$ cat src/rtl/tcm_port_arbiter.sv
// -----------------------------------------------------------------------------
// tcm_port_arbiter
//
// Purpose:
//   Sits directly upstream of one port of the dual-port TCM BRAM. Two masters
//   share the port: m0 is the instruction fetch (read-only) and m1 is the
//   load/store unit (read/write). Each master's request is captured into its
//   own pending slot. A four-state FSM (IDLE, ISSUE, WAIT, RESP) grants one
//   slot at a time, drives a single-cycle BRAM access, captures the registered
//   read data and returns a one-cycle ready pulse to the winner. An address
//   outside the TCM window gets an immediate error response and the BRAM is
//   never touched.
//
//   In-range access: strobe in T, sram_en_o in T+2, ready_o in T+4.
//   Out-of-range access: strobe in T, ready_o in T+2.
//   Back-to-back grants from RESP give one access every 3 cycles.
//
// Build option:
//   TCM_ROUND_ROBIN_EN - when defined, a grant with both slots pending goes
//                        to the master that did not win the previous grant.
//                        When undefined, m1 has fixed priority over m0.
//
// Ports:
//   clk_i, rst_i         clock; synchronous active-high reset
//   m0_strobe_i          fetch request pulse
//   m0_addr_i            fetch byte address
//   m0_data_o            fetch read data (held until the next m0 response)
//   m0_ready_o           fetch response pulse
//   m0_error_o           fetch out-of-range flag, valid with m0_ready_o
//   m1_strobe_i          data request pulse
//   m1_rw_i              1 = write, 0 = read
//   m1_byte_enable_i     write byte enables
//   m1_addr_i            data byte address
//   m1_data_i            write data
//   m1_data_o            read data (0 for writes, held until next m1 response)
//   m1_ready_o           data response pulse
//   m1_error_o           data out-of-range flag, valid with m1_ready_o
//   sram_en_o            BRAM port enable (high only in ISSUE)
//   sram_we_o            BRAM write enable
//   sram_be_o            BRAM byte enables (0 for reads)
//   sram_addr_o          BRAM word address
//   sram_data_o          BRAM write data
//   sram_data_i          BRAM registered read data
//   sram_ready_i         BRAM ready, high the cycle after sram_en_o
// -----------------------------------------------------------------------------
module tcm_port_arbiter #(
    parameter int                    DATA_WIDTH = 32,
    parameter int                    N_ENTRIES  = 1024,
    parameter int                    ADDR_WIDTH = 32,
    parameter logic [ADDR_WIDTH-1:0] TCM_BASE   = 32'h0000_0000
) (
    input  logic                         clk_i,
    input  logic                         rst_i,

    input  logic                         m0_strobe_i,
    input  logic [ADDR_WIDTH-1:0]        m0_addr_i,
    output logic [DATA_WIDTH-1:0]        m0_data_o,
    output logic                         m0_ready_o,
    output logic                         m0_error_o,

    input  logic                         m1_strobe_i,
    input  logic                         m1_rw_i,
    input  logic [DATA_WIDTH/8-1:0]      m1_byte_enable_i,
    input  logic [ADDR_WIDTH-1:0]        m1_addr_i,
    input  logic [DATA_WIDTH-1:0]        m1_data_i,
    output logic [DATA_WIDTH-1:0]        m1_data_o,
    output logic                         m1_ready_o,
    output logic                         m1_error_o,

    output logic                         sram_en_o,
    output logic                         sram_we_o,
    output logic [DATA_WIDTH/8-1:0]      sram_be_o,
    output logic [$clog2(N_ENTRIES)-1:0] sram_addr_o,
    output logic [DATA_WIDTH-1:0]        sram_data_o,
    input  logic [DATA_WIDTH-1:0]        sram_data_i,
    input  logic                         sram_ready_i
);

    localparam int BE_W  = DATA_WIDTH / 8;
    localparam int IDX_W = $clog2(N_ENTRIES);
    localparam int OFS_W = $clog2(BE_W);

    // Window size in bytes, one bit wider than an address so it cannot wrap.
    localparam logic [ADDR_WIDTH:0] WINDOW_BYTES =
        (ADDR_WIDTH+1)'(N_ENTRIES) * (ADDR_WIDTH+1)'(BE_W);

    typedef enum logic [1:0] {
        ST_IDLE  = 2'd0,
        ST_ISSUE = 2'd1,
        ST_WAIT  = 2'd2,
        ST_RESP  = 2'd3
    } state_t;

    // Offset is taken modulo 2^ADDR_WIDTH, so addresses below the base wrap
    // to huge offsets and fall out of the window.
    function automatic logic in_window(input logic [ADDR_WIDTH-1:0] addr);
        logic [ADDR_WIDTH-1:0] ofs;
        ofs = addr - TCM_BASE;
        return {1'b0, ofs} < WINDOW_BYTES;
    endfunction

    // Byte-offset bits inside a word are dropped.
    function automatic logic [IDX_W-1:0] word_index(input logic [ADDR_WIDTH-1:0] addr);
        logic [ADDR_WIDTH-1:0] ofs;
        ofs = addr - TCM_BASE;
        return IDX_W'(ofs >> OFS_W);
    endfunction

    state_t                  state_q;
    logic                    pend0_q, pend1_q;
    logic                    grant_m1_q, grant_rw_q;

    logic [ADDR_WIDTH-1:0]   slot0_addr_q;
    logic [ADDR_WIDTH-1:0]   slot1_addr_q;
    logic                    slot1_rw_q;
    logic [BE_W-1:0]         slot1_be_q;
    logic [DATA_WIDTH-1:0]   slot1_wdata_q;

    logic                    m0_ready_q, m0_error_q, m1_ready_q, m1_error_q;
    logic [DATA_WIDTH-1:0]   m0_data_q, m1_data_q;
    logic                    sram_en_q, sram_we_q;
    logic [BE_W-1:0]         sram_be_q;
    logic [IDX_W-1:0]        sram_addr_q;
    logic [DATA_WIDTH-1:0]   sram_data_q;

`ifdef TCM_ROUND_ROBIN_EN
    logic                    last_m1_q;
`endif

    // Grant decision for the current cycle.
    logic                    gnt_take, gnt_m1, gnt_rw, gnt_inr;
    logic [ADDR_WIDTH-1:0]   gnt_addr;
    logic [BE_W-1:0]         gnt_be;
    logic [DATA_WIDTH-1:0]   gnt_wdata;

    always_comb begin
        gnt_m1 = pend1_q;
`ifdef TCM_ROUND_ROBIN_EN
        if (pend0_q && pend1_q) begin
            gnt_m1 = ~last_m1_q;
        end
`endif
        gnt_addr  = gnt_m1 ? slot1_addr_q : slot0_addr_q;
        gnt_rw    = gnt_m1 & slot1_rw_q;
        gnt_be    = gnt_m1 ? slot1_be_q : '0;
        gnt_wdata = gnt_m1 ? slot1_wdata_q : '0;
        gnt_take  = (pend0_q | pend1_q) && (state_q == ST_IDLE || state_q == ST_RESP);
        gnt_inr   = in_window(gnt_addr);
    end

    // Request payload capture; the pending flags themselves live in the FSM
    // block. A strobe is taken only when the slot is free, so an ignored
    // strobe leaves the first request intact.
    always_ff @(posedge clk_i) begin
        if (!pend0_q && m0_strobe_i) begin
            slot0_addr_q <= m0_addr_i;
        end
        if (!pend1_q && m1_strobe_i) begin
            slot1_addr_q  <= m1_addr_i;
            slot1_rw_q    <= m1_rw_i;
            slot1_be_q    <= m1_byte_enable_i;
            slot1_wdata_q <= m1_data_i;
        end
    end

    always_ff @(posedge clk_i) begin
        if (rst_i) begin
            state_q     <= ST_IDLE;
            pend0_q     <= 1'b0;
            pend1_q     <= 1'b0;
            grant_m1_q  <= 1'b0;
            grant_rw_q  <= 1'b0;
            m0_ready_q  <= 1'b0;
            m0_error_q  <= 1'b0;
            m0_data_q   <= '0;
            m1_ready_q  <= 1'b0;
            m1_error_q  <= 1'b0;
            m1_data_q   <= '0;
            sram_en_q   <= 1'b0;
            sram_we_q   <= 1'b0;
            sram_be_q   <= '0;
            sram_addr_q <= '0;
            sram_data_q <= '0;
`ifdef TCM_ROUND_ROBIN_EN
            last_m1_q   <= 1'b1;
`endif
        end else begin
            // Response and BRAM strobes are single-cycle pulses.
            m0_ready_q  <= 1'b0;
            m0_error_q  <= 1'b0;
            m1_ready_q  <= 1'b0;
            m1_error_q  <= 1'b0;
            sram_en_q   <= 1'b0;
            sram_we_q   <= 1'b0;
            sram_be_q   <= '0;
            sram_addr_q <= '0;
            sram_data_q <= '0;

            if (!pend0_q) begin
                pend0_q <= m0_strobe_i;
            end else if (gnt_take && !gnt_m1) begin
                pend0_q <= 1'b0;
            end
            if (!pend1_q) begin
                pend1_q <= m1_strobe_i;
            end else if (gnt_take && gnt_m1) begin
                pend1_q <= 1'b0;
            end

            case (state_q)
                // RESP grants exactly like IDLE so accesses can run back to back.
                ST_IDLE, ST_RESP: begin
                    if (gnt_take) begin
                        grant_m1_q <= gnt_m1;
                        grant_rw_q <= gnt_rw;
`ifdef TCM_ROUND_ROBIN_EN
                        last_m1_q  <= gnt_m1;
`endif
                        if (gnt_inr) begin
                            state_q     <= ST_ISSUE;
                            sram_en_q   <= 1'b1;
                            sram_we_q   <= gnt_rw;
                            sram_be_q   <= gnt_rw ? gnt_be : '0;
                            sram_addr_q <= word_index(gnt_addr);
                            sram_data_q <= gnt_wdata;
                        end else begin
                            state_q <= ST_RESP;
                            if (gnt_m1) begin
                                m1_ready_q <= 1'b1;
                                m1_error_q <= 1'b1;
                                m1_data_q  <= '0;
                            end else begin
                                m0_ready_q <= 1'b1;
                                m0_error_q <= 1'b1;
                                m0_data_q  <= '0;
                            end
                        end
                    end else begin
                        state_q <= ST_IDLE;
                    end
                end

                ST_ISSUE: begin
                    state_q <= ST_WAIT;
                end

                ST_WAIT: begin
                    if (sram_ready_i) begin
                        state_q <= ST_RESP;
                        if (grant_m1_q) begin
                            m1_ready_q <= 1'b1;
                            m1_data_q  <= grant_rw_q ? '0 : sram_data_i;
                        end else begin
                            m0_ready_q <= 1'b1;
                            m0_data_q  <= sram_data_i;
                        end
                    end
                end

                default: begin
                    state_q <= ST_IDLE;
                end
            endcase
        end
    end

    assign m0_data_o   = m0_data_q;
    assign m0_ready_o  = m0_ready_q;
    assign m0_error_o  = m0_error_q;
    assign m1_data_o   = m1_data_q;
    assign m1_ready_o  = m1_ready_q;
    assign m1_error_o  = m1_error_q;
    assign sram_en_o   = sram_en_q;
    assign sram_we_o   = sram_we_q;
    assign sram_be_o   = sram_be_q;
    assign sram_addr_o = sram_addr_q;
    assign sram_data_o = sram_data_q;

endmodule

$ cat config.mk
export PLATFORM = sky130hd
export DESIGN_NAME = tcm_port_arbiter
export DESIGN_NICKNAME = d
export VERILOG_FILES = /design/src/rtl/tcm_port_arbiter.sv
export SDC_FILE = /design/constraint.sdc
export NUM_CORES = 1
export LEC_CHECK = 0
export CORE_MARGIN = 8
export CORE_UTILIZATION = 45
export CTS_BUF_LIST = sky130_fd_sc_hd__clkbuf_8
export CTS_CLUSTER_DIAMETER = 80
export DETAILED_ROUTE_END_ITERATION = 10
export PLACE_DENSITY_LB_ADDON = 0.08
export SYNTH_ARGS = -nofsm -noshare
export SYNTH_HDL_FRONTEND = slang
export SYNTH_SLANG_ARGS = --single-unit
$ cat constraint.sdc
create_clock -name clk_i -period 11 [get_ports clk_i]
set_clock_uncertainty 0.1 [all_clocks]
set_input_delay 2.2 -clock clk_i [delete_from_list [all_inputs] [get_ports clk_i]]
set_output_delay 2.2 -clock clk_i [all_outputs]
set_load 0.1 [all_outputs]
# Yosys cells after proc, flatten, opt, wreduce, memory -nomap -nowiden
# Index checks and enable logic that the tools add are counted.
# classes
n_lt_le_gt_ge,1
n_eq_ne,10
muxes,35
n_bitwise,7
reduce_logical,19
# op_table
cell,count
2-to-1 mux 32 bit,12
case mux 32 bit (2 select lines),2
less-than comparator 32 x 13 -> 1 bit (second input constant),1
2-to-1 mux 1 bit,15
inequality test 2 bit (second input constant),7
AND reduction 6 bit,2
2-to-1 mux 2 bit,3
case mux 2 bit (3 select lines),1
OR reduction 6 bit,1
logical AND 1 bit,5
NOT 1 bit,5
OR reduction 5 bit,1
equality test 2 bit (second input constant),2
case mux 1 bit (2 select lines),2
OR reduction 2 bit,2
OR reduction 4 bit,1
OR reduction 3 bit,1
equality test 2 x 1 -> 1 bit (second input constant),1
zero test 1 bit,2
zero test 2 bit,1
AND reduction 2 bit,1
nonzero test 2 bit,1
AND 1 bit,1
logical OR 1 bit,1
OR 1 bit,1
# word_totals
ff_bits,223
input_bits,138
wordCells,93

# Longest topological paths before layout
# Gate-level depths: netlist of run 1.
# logic_depth
word_depth,6
ltp_mapped,10

# Worst setup path before layout of run 1
# Ideal clock, no wire load.
# synth_path
path_type,input-to-reg
from,in m1_strobe_i
to,"reg slot1_addr_q[10], enable pin"
setup_time_ps,501
t_arrival_ps,5174
slack_ps,5225
cell_stages,1
cell_sequence,nor2b_1
# synth_via
elab_chain_cells,1
# synth_lines
item,line,source
"start, declared",61,"input logic m1_strobe_i,"
logical AND 1 bit,158,if (!pend1_q && m1_strobe_i) begin
"end signal, assigned",159,slot1_addr_q <= m1_addr_i;
"end, declared",114,logic [ADDR_WIDTH-1:0] slot1_addr_q;
# No other way between the ends.
# A chain may end at the register's enable or synchronous reset.

# Worst setup path after layout of run 1
# layout_path
from,"reg m1_data_q[28], in the netlist m1_data_o[28]"
to,out m1_data_o[28]
# layout_rtl
item,line,source
"start, declared",120,"logic [DATA_WIDTH-1:0] m0_data_q, m1_data_q;"
"start signal, assigned",252,m1_data_q <= grant_rw_q ? '0 : sram_data_i;
"end, declared",66,"output logic [DATA_WIDTH-1:0] m1_data_o,"
# No word-level cell between the ends.

==> results by group, run 1 <==
Setup path
  • Crit-path cells: clkdlybuf4s50_1
  • R2R cell count: 5
  • CP max stage cell: clkdlybuf4s50_1
  • Buf/Inv on CP: 1
  • Critical Path RT: around 8.7 ns
  • Max stage delay on crit path: 1.18 ns
  • Crit-path max FO: 2
  • Startpoint types: flop
  • CP top delay family: buffers and inverters
  • Worst EP arrival: between 2 and 2.5 ns
  • Crit end category: output pin
  • Critical path depth in cells: 1
  • WS Path Type: flop to output pin

Detailed routing
  • DR pass1 iterations: 5
  • Metal2 WL: slightly above 9000 um
  • WL/cell: 17.6 um
  • DRC: 0
  • Top Layer Used: met4
  • Initial DRC Count: around 220
  • Metal1 wirelength: 7060 um
  • Antenna Nets Post-Route: 0
  • Metal3 WL: ~2300 um
  • Vias post-DR: roughly 5400
  • Final WL: 19100 um
  • Vias/cell: 5.00

Status
  • Status: finished, final reports clean

Timing
  • Setup TNS: 0 ns
  • Worst slew pin tran: 1.20 ns
  • Final hold violation count: 0
  • Setup violators final: 0
  • RSZ-0062 raised after global routing: no
  • Worst rel slew slack: 20.0%
  • Clock period minus final worst setup slack: 4.33 ns
  • F_max: between 200 and 250 MHz
  • Period utilization: 39.4%
  • Max Slew Vio Count: 0

Die
  • Num ports: roughly 250
  • Die span in x: roughly 140 um
  • Die ar.: 20900 um^2
  • Initial core utilization: between 40% and 50%
  • Core area: about 16000 um^2
  • Die H: roughly 140 um
  • Core Rows: between 40 and 50

GRT
  • First-pass GRT wire length: about 29000 um
  • GRT Total Usage: roughly 18%
  • Grt total ovfl: 0
  • Vias in the first global route: between 5000 and 6000
  • Pin count of the biggest net entering global routing: between 70 and 80
  • Initial antenna violation count: 0

Yosys
  • Ys flop type: dfxtp_1
  • Yosys reg bits: between 200 and 250
  • Post-Syn Nets: between 700 and 800
  • Synth warn: 0
  • Synthesized area: ~7400 um^2
  • Syn Area/Cell: 12.7 um^2
  • Sequential area share after synthesis: between 70% and 80%
  • Cells after synthesis: between 500 and 600
  • Post-synthesis cell type count: 39
  • Post-synth ARST share: 0%
  • Post-synth EDFFs: 97

Layout
  • Cell area after layout: roughly 11000 um^2
  • Final std cells w/o fill: approximately 1100
  • Diode count: 0
  • Most frequent cells in the layout: clkdlybuf4s50_1, dfxtp_1, edfxtp_1
  • Commonest non-fill, non-tap cell in the layout: clkdlybuf4s50_1
  • Nets: 978
  • Area growth from synthesis to layout: 45.2%
  • Share of layout cells above drive strength 1: between 7 and 8%

Placed design
  • Placed cell count: between 1000 and 1500
  • RD Place Congestion: ~0.8
  • HPWL Detailed: approximately 13000 um
  • Port-buffer cells: 249
  • DP Area: around 10000 um^2

Power
  • Static leakage: approximately 0.0038 uW
  • P per Cell Area: between 200 and 250 nW/um^2
  • Worst vdd ir: approximately 0.00013 V

CTS
  • Clock latency on the worst-skew pair: just over 0.5 ns
  • Clock root buffer: clkbuf_8
  • CTS tree: built
  • Clk buf depth: 3
  • Clock Sinks: ~220
  • Postcts setup bufs: 0
  • TritonCTS Buffers: 36
  • CTS H-tree depth: 2
  • Cts hold-fix bufs: 0
  • Post_cts resized: 0
  • Clk slew on worst S/H paths: 0.06 ns

Flow run
  • Max-Cap Viols: 0

Hold path
  • Hold WC Path Type: flop to flop
  • Hold Path Cell Cnt: 1
==> worst paths after layout <==
kind / from / to / slack (ns)
setup / recovery: m1_data_o[28]$_SDFFE_PP0P_ / m1_data_o[28] / 6.67
hold / removal: slot1_wdata_q[9]$_DFFE_PP_ / sram_data_o[9]$_SDFF_PP0_ / 0.34
setup reg to reg: gnt_m1$_SDFF_PP0_ / m1_data_o[30]$_SDFFE_PP0P_ / 8.19
hold reg to reg: slot1_wdata_q[9]$_DFFE_PP_ / sram_data_o[9]$_SDFF_PP0_ / 0.34
==> report_power, final <==
| part | switching [uW] | internal [uW] | total (uW) |
|---|---|---|---|
| Sequential | 34.7 | 935 | 969 |
| Clock | 310 | 397 | 707 |
| Combinational | 564 | 176 | 739 |
==> metal layers <==
layer	track usage [%]	vias up
met4	6.74	0
met2	28.8	243
li1	-	2636
met1	21.0	2513
met3	8.09	31
met5	0	-
==> registers in the layout, indices dropped and copies added (netlist names), 2 cells and up <==
register	cells
slot1_be_q	4
sram_addr_o	10
slot1_addr_q	30
slot0_addr_q	30
sram_be_o	4
sram_data_o	32
state_q	2
m0_data_o	32
slot1_wdata_q	32
m1_data_o	32
==> worst register-to-register path: stages, from the launching register on <==
cell	delay (ns)
dfxtp_1	0.59
buf_4	0.36
nor2b_1	0.13
a211oi_1	0.25
o31a_2	0.91
o21ai_0	0.29
==> synth_stat cells (7+ instances only) <==
cell type  number  area share [%]
a21oi_1        34             2.3
and2_1         32             2.7
buf_2           8            0.54
clkbuf_1       29             1.5
dfxtp_1       122              33
edfxtp_1       97              39
inv_1           7            0.35
mux2i_1        10             1.3
nand2_1         8            0.40
nand2b_1       32             2.7
nand3_1        35             2.4
nand4_1        33             2.8
nor2_1         20             1.0
nor4_1          8            0.67
o21ai_0        64             4.3
==> cell families after synthesis <==
logic type	Yosys count	synth area share (%)
AO/OA/AOI/OAI	113	7.99
adder cells (fa/ha/maj)	2	0.336
buffers and inverters	51	3.21
flip-flops	219	72.0
multiplexers	10	1.35
AND/OR/NAND/NOR	192	15.1
==> cell type report <==
type | count | area [um^2]
inverters | 7 | 26.3
clock buffers | 42 | 578
well taps | 220 | 275
multi-input cells | 317 | 1860
clock inverters | 23 | 153
repair buffers | 257 | 2550
flip-flops and latches | 219 | 5360
fillers | 1255 | 5550
==> through the flow <==
step / hold WS [ns] / util [%] / power, uW / setup slack, ns
finish: 0.335 / 66.1 / 2420 / 6.67
global route: 0.353 / 66.1 / 2520 / 6.62
CTS: 0.338 / 66.1 / 2440 / 6.64
detailed placement: 0.324 / 61.6 / 1730 / 6.34
global placement: 0.323 / 61.6 / 1710 / 6.43
floorplan: 0.320 / - / 1520 / 5.23
(Power assumes the default switching activity.)
==> run 2, diff against run 1 <==
CORE_UTILIZATION = 42   (was 45)
clock period = 3.5 ns   (was 11 ns; I/O delays follow)
==> run 2 against run 1 <==
Die area increased by 6.3%. Sequential cell count unchanged. Critical path type unchanged. First-iteration DRC count increased by 26%. Highest routed layer unchanged. Critical path depth unchanged. Largest power group unchanged. Register-to-register slack got worse by 7.3 ns.
==> results by group, run 2 (synthesized netlist as in run 1, its figures left out) <==
Status
  • Status: finished, final reports clean

Power
  • Power consumption: between 7000 and 8000 uW
  • Static leakage: between 0.003 and 0.004 uW
  • Worst vdd ir: 0.000434 V
  • P per Cell Area: around 700 nW/um^2

Layout
  • Most frequent cells in the layout: clkdlybuf4s50_1, dfxtp_1, edfxtp_1
  • Nets: roughly 1000
  • Diode count: 0
  • Area growth from synthesis to layout: 42.8%
  • Commonest non-fill, non-tap cell in the layout: clkdlybuf4s50_1
  • Share of layout cells above drive strength 1: 16.8%

CTS
  • Clk buf depth: 3
  • Postcts setup bufs: 0
  • Clock latency on the worst-skew pair: roughly 0.52 ns
  • Cts hold-fix bufs: 0
  • TritonCTS Buffers: 37
  • Clock root buffer: clkbuf_8
  • Clock Sinks: between 200 and 250
  • Clk slew on worst S/H paths: ~0.060 ns
  • CTS H-tree depth: 2
  • CTS tree: built
  • Post_cts resized: 0

GRT
  • GRT Total Usage: around 17%
  • Pin count of the biggest net entering global routing: between 70 and 80
  • First-pass GRT wire length: approximately 30000 um
  • Initial antenna violation count: 0
  • Vias in the first global route: 5682
  • Grt total ovfl: 0

Detailed routing
  • WL/cell: 17.9 um
  • DRC: 0
  • Vias post-DR: between 5000 and 6000
  • Vias/cell: ~5.0
  • Antenna Nets Post-Route: 0
  • DR pass1 iterations: 4
  • Initial DRC Count: between 200 and 300
  • Final WL: 19600 um

Placed design
  • HPWL Detailed: roughly 14000 um
  • Port-buffer cells: between 200 and 250
  • RD Place Congestion: between 0.7 and 0.8

Die
  • Core area: 17300 um^2
  • Die span in x: between 100 and 150 um
  • Die ar.: between 20000 and 25000 um^2
  • Die H: around 150 um
  • Num ports: 254
  • Initial core utilization: 43.0%
  • Core Rows: between 40 and 50

Timing
  • Worst rel slew slack: about a fifth
  • WHS: between 0.3 and 0.4 ns
  • Final hold violation count: 0
  • RSZ-0062 raised after global routing: no
  • Max Slew Vio Count: 0
  • Setup TNS: 0 ns
  • Setup violators final: 0
  • Clock period minus final worst setup slack: 2.81 ns
  • Worst slew pin tran: ~1.2 ns
  • F_max: between 300 and 400 MHz
  • Period utilization: between 80% and 90%

Setup path
  • CP top delay family: buffers and inverters
  • Worst setup path startpoint: m1_data_o[30]$_SDFFE_PP0P_
  • Crit-path max FO: 2
  • WS Path Type: flop to output pin
  • CP max stage cell: clkdlybuf4s50_1
  • Startpoint types: flop
  • Worst reg2reg startpoint: state_q[0]$_SDFFE_PP0N_
  • Crit-path cells: clkdlybuf4s50_1
  • Max stage delay on crit path: around 1.2 ns
  • Buf/Inv on CP: 1
  • Crit end category: output pin
  • Critical Path RT: 2.70 ns
  • Worst EP arrival: ~2 ns

Hold path
  • Hold WC Path Type: flop to flop
  • Worst Hold Launch: slot1_wdata_q[22]$_DFFE_PP_

Flow run
  • Max-Cap Viols: 0
run 2: area by class of cell:
class | count | area [um^2]
Tap cell | 225 | 282
Sequential cell | 219 | 5360
Clock inverter | 24 | 101
Multi-Input combinational cell | 317 | 1860
Fill cell | 1412 | 6680
Timing Repair Buffer | 260 | 2410
Inverter | 7 | 26.3
Clock buffer | 42 | 578
run 2: worst paths after layout:
kind,to,slack [ns],cells past startpoint
worst max-delay path,m1_data_o[30],0.69,1
worst min-delay path,sram_data_o[22]$_SDFF_PP0_,0.33,1
worst max register to register,m0_data_o[26]$_SDFFE_PP0P_,0.85,6
worst min register to register,sram_data_o[22]$_SDFF_PP0_,0.33,1
run 2: layer usage:
metal	vias up	global-route usage, %	part of all wire (%)
li1	2630	-	-
met1	2595	18.8	38
met2	241	28.5	49
met3	28	8.07	11
met4	0	5.65	1.6
met5	-	0	0
run 2: per-stage QoR:
step	util (%)	cells	setup slack [ns]	instance area, um^2
4_1_cts	61.4	1094	0.659	10600
3_5_place_dp	57.5	1028	0.716	9940
6_report	61.4	1094	0.692	10600
3_3_place_gp	57.5	1028	0.753	9940
2_1_floorplan	-	587	0.492	7440
5_1_grt	61.4	1094	0.467	10600
run 2: power by group:
group	switching, uW	total (uW)	internal, uW
Combinational	1790	2390	608
Sequential	107	3040	2940
Clock	970	2070	1100
==> run 3, diff against run 2 <==
CORE_UTILIZATION = 45   (was 42)
clock period = 2.6 ns   (was 3.5 ns; I/O delays follow)
==> run 3 against run 2 <==
First-iteration DRC count is 7.0% lower. Sequential cell count did not move. Combinational power rose by 33%. Global-route usage is 0.47 points higher. Via count fell by 1.2%. Clock-buffer cell count fell by 5. Largest power group unchanged. Worst setup slack got worse by 0.39 ns. Sequential share of layout area increased by 0.44 points. Largest cell class unchanged. Critical endpoint is now m1_data_o[26]$_SDFFE_PP0P_.
==> results by group, run 3 (synthesized netlist as in run 1, its figures left out) <==
Setup path
  • Crit-path max FO: 64
  • Max stage delay on crit path: slightly above 0.4 ns
  • Crit end category: flop
  • Startpoint types: flop
  • Crit-path cells: inv_1 -> ha_1 -> nor2b_1 -> a211oi_1 -> o31a_2 -> buf_12 -> nand3_1 -> o21ai_0
  • WS Path Type: flop to flop
  • Worst EP arrival: 2.60 ns
  • Critical Path RT: ~2.9 ns
  • CP max stage cell: ha_1

CTS
  • Postcts setup bufs: 0
  • CTS H-tree depth: 2
  • Clk slew on worst S/H paths: ~0.06 ns
  • TritonCTS Buffers: 36
  • Post_cts resized: 0
  • CTS tree: built
  • Clk buf depth: 3
  • Clock latency on the worst-skew pair: roughly 0.50 ns
  • Cts hold-fix bufs: 0
  • Clock root buffer: clkbuf_8
  • Clock Sinks: around 220

Layout
  • Share of layout cells above drive strength 1: 21.2%
  • Commonest non-fill, non-tap cell in the layout: clkdlybuf4s50_1
  • Area growth from synthesis to layout: 41.6%
  • Number of fill cells: between 1000 and 1500
  • Nets: between 900 and 1000
  • Diode count: 0
  • Most frequent cells in the layout: clkdlybuf4s50_1, buf_4, dfxtp_1
  • Final std cells w/o fill: around 1100

Die
  • Core area: between 15000 and 20000 um^2
  • Initial core utilization: 45.5%
  • Die ar.: about 21000 um^2
  • Die span in x: approximately 140 um
  • Num ports: 254
  • Die H: between 100 and 150 um
  • Core Rows: 47

GRT
  • Vias in the first global route: between 5000 and 6000
  • Grt total ovfl: 0
  • First-pass GRT wire length: 28500 um
  • Pin count of the biggest net entering global routing: 65
  • GRT Total Usage: approximately 18%
  • Initial antenna violation count: 0

Timing
  • Period utilization: between 80% and 90%
  • RSZ-0062 raised after global routing: no
  • Setup violators final: 0
  • WHS: between 0.3 and 0.4 ns
  • Clock period minus final worst setup slack: about 2.3 ns
  • Max Slew Vio Count: 0
  • Final hold violation count: 0
  • Setup TNS: 0 ns
  • F_max: 436 MHz
  • Worst slew pin tran: 0.513 ns
  • Worst rel slew slack: 65.5%

Status
  • Status: finished, final reports clean

Detailed routing
  • DR pass1 iterations: 4
  • DRC: 0
  • Antenna Nets Post-Route: 0
  • WL/cell: between 15 and 20 um
  • Final WL: about 19000 um
  • Vias/cell: 4.97
  • Vias post-DR: ~5400
  • Initial DRC Count: ~250

Flow run
  • Max-Cap Viols: 0

Power
  • P per Cell Area: between 900 and 1000 nW/um^2
  • Static leakage: about 0.004 uW
  • Worst vdd ir: around 0.00046 V
  • Power consumption: between 9000 and 10000 uW

Hold path
  • Hold WC Path Type: flop to flop

Placed design
  • Port-buffer cells: between 200 and 250
  • HPWL Detailed: between 10000 and 15000 um
  • Placed cell count: 1028
  • RD Place Congestion: ~0.76
## run 3: changes by cell type in the layout (fill, tap and decap cells not counted)
cell	previous run	this run
buf_4	86	129
bufinv_16	0	1
clkbuf_8	42	37
clkdlybuf4s50_1	170	132
clkinv_1	2	6
inv_1	24	23
## run 3: area by class of cell
class	count	area, um^2	area share, %
flip-flops and latches	219	5360	50.9
repair buffers	265	2350	22.4
multi-input cells	317	1860	17.7
clock buffers	37	509	4.84
well taps	220	275	2.61
clock inverters	28	143	1.35
inverters	7	26.3	0.250
## run 3: where the power goes
part	switching [uW]	internal (uW)	total, uW
Clock	1250	1420	2670
Sequential	142	3950	4100
Combinational	2390	792	3180
Total	3780	6170	9940
## run 3: critical path, delay by kind of cell, from the launching register on
| kind | cells | cell delay (ns) |
|---|---|---|
| AND/OR/NAND/NOR | 2 | 0.33 |
| AO/OA/AOI/OAI | 3 | 0.70 |
| adder cells (fa/ha/maj) | 1 | 0.41 |
| flip-flops | 1 | 0.35 |
| buffers and inverters | 2 | 0.30 |
## run 3: path summary, 6_finish.rpt
check	from	endpoint	slack, ns	cells past startpoint
max	state_q[0]$_SDFFE_PP0N_	m1_data_o[26]$_SDFFE_PP0P_	0.30	8
min	slot1_wdata_q[30]$_DFFE_PP_	sram_data_o[30]$_SDFF_PP0_	0.34	1
max reg2reg	state_q[0]$_SDFFE_PP0N_	m1_data_o[26]$_SDFFE_PP0P_	0.30	8
min reg2reg	slot1_wdata_q[30]$_DFFE_PP_	sram_data_o[30]$_SDFF_PP0_	0.34	1
## run 3: per-stage QoR
step	worst slack (ns)	cell area (um^2)	utilization, %
2_1_floorplan	0.197	7440	-
3_3_place_gp	0.314	9880	60.4
3_5_place_dp	0.214	9880	60.4
4_1_cts	0.315	10500	64.4
5_1_grt	0.118	10500	64.4
6_report	0.304	10500	64.4
## run 3: metal layers
| layer | GRT usage [%] | part of all wire, % | vias to the layer above |
|---|---|---|---|
| met4 | 7.67 | 2.8 | 0 |
| met1 | 20.0 | 39 | 2524 |
| met2 | 29.0 | 48 | 222 |
| li1 | - | - | 2644 |
| met3 | 6.37 | 11 | 38 |
| met5 | 0 | 0 | - |
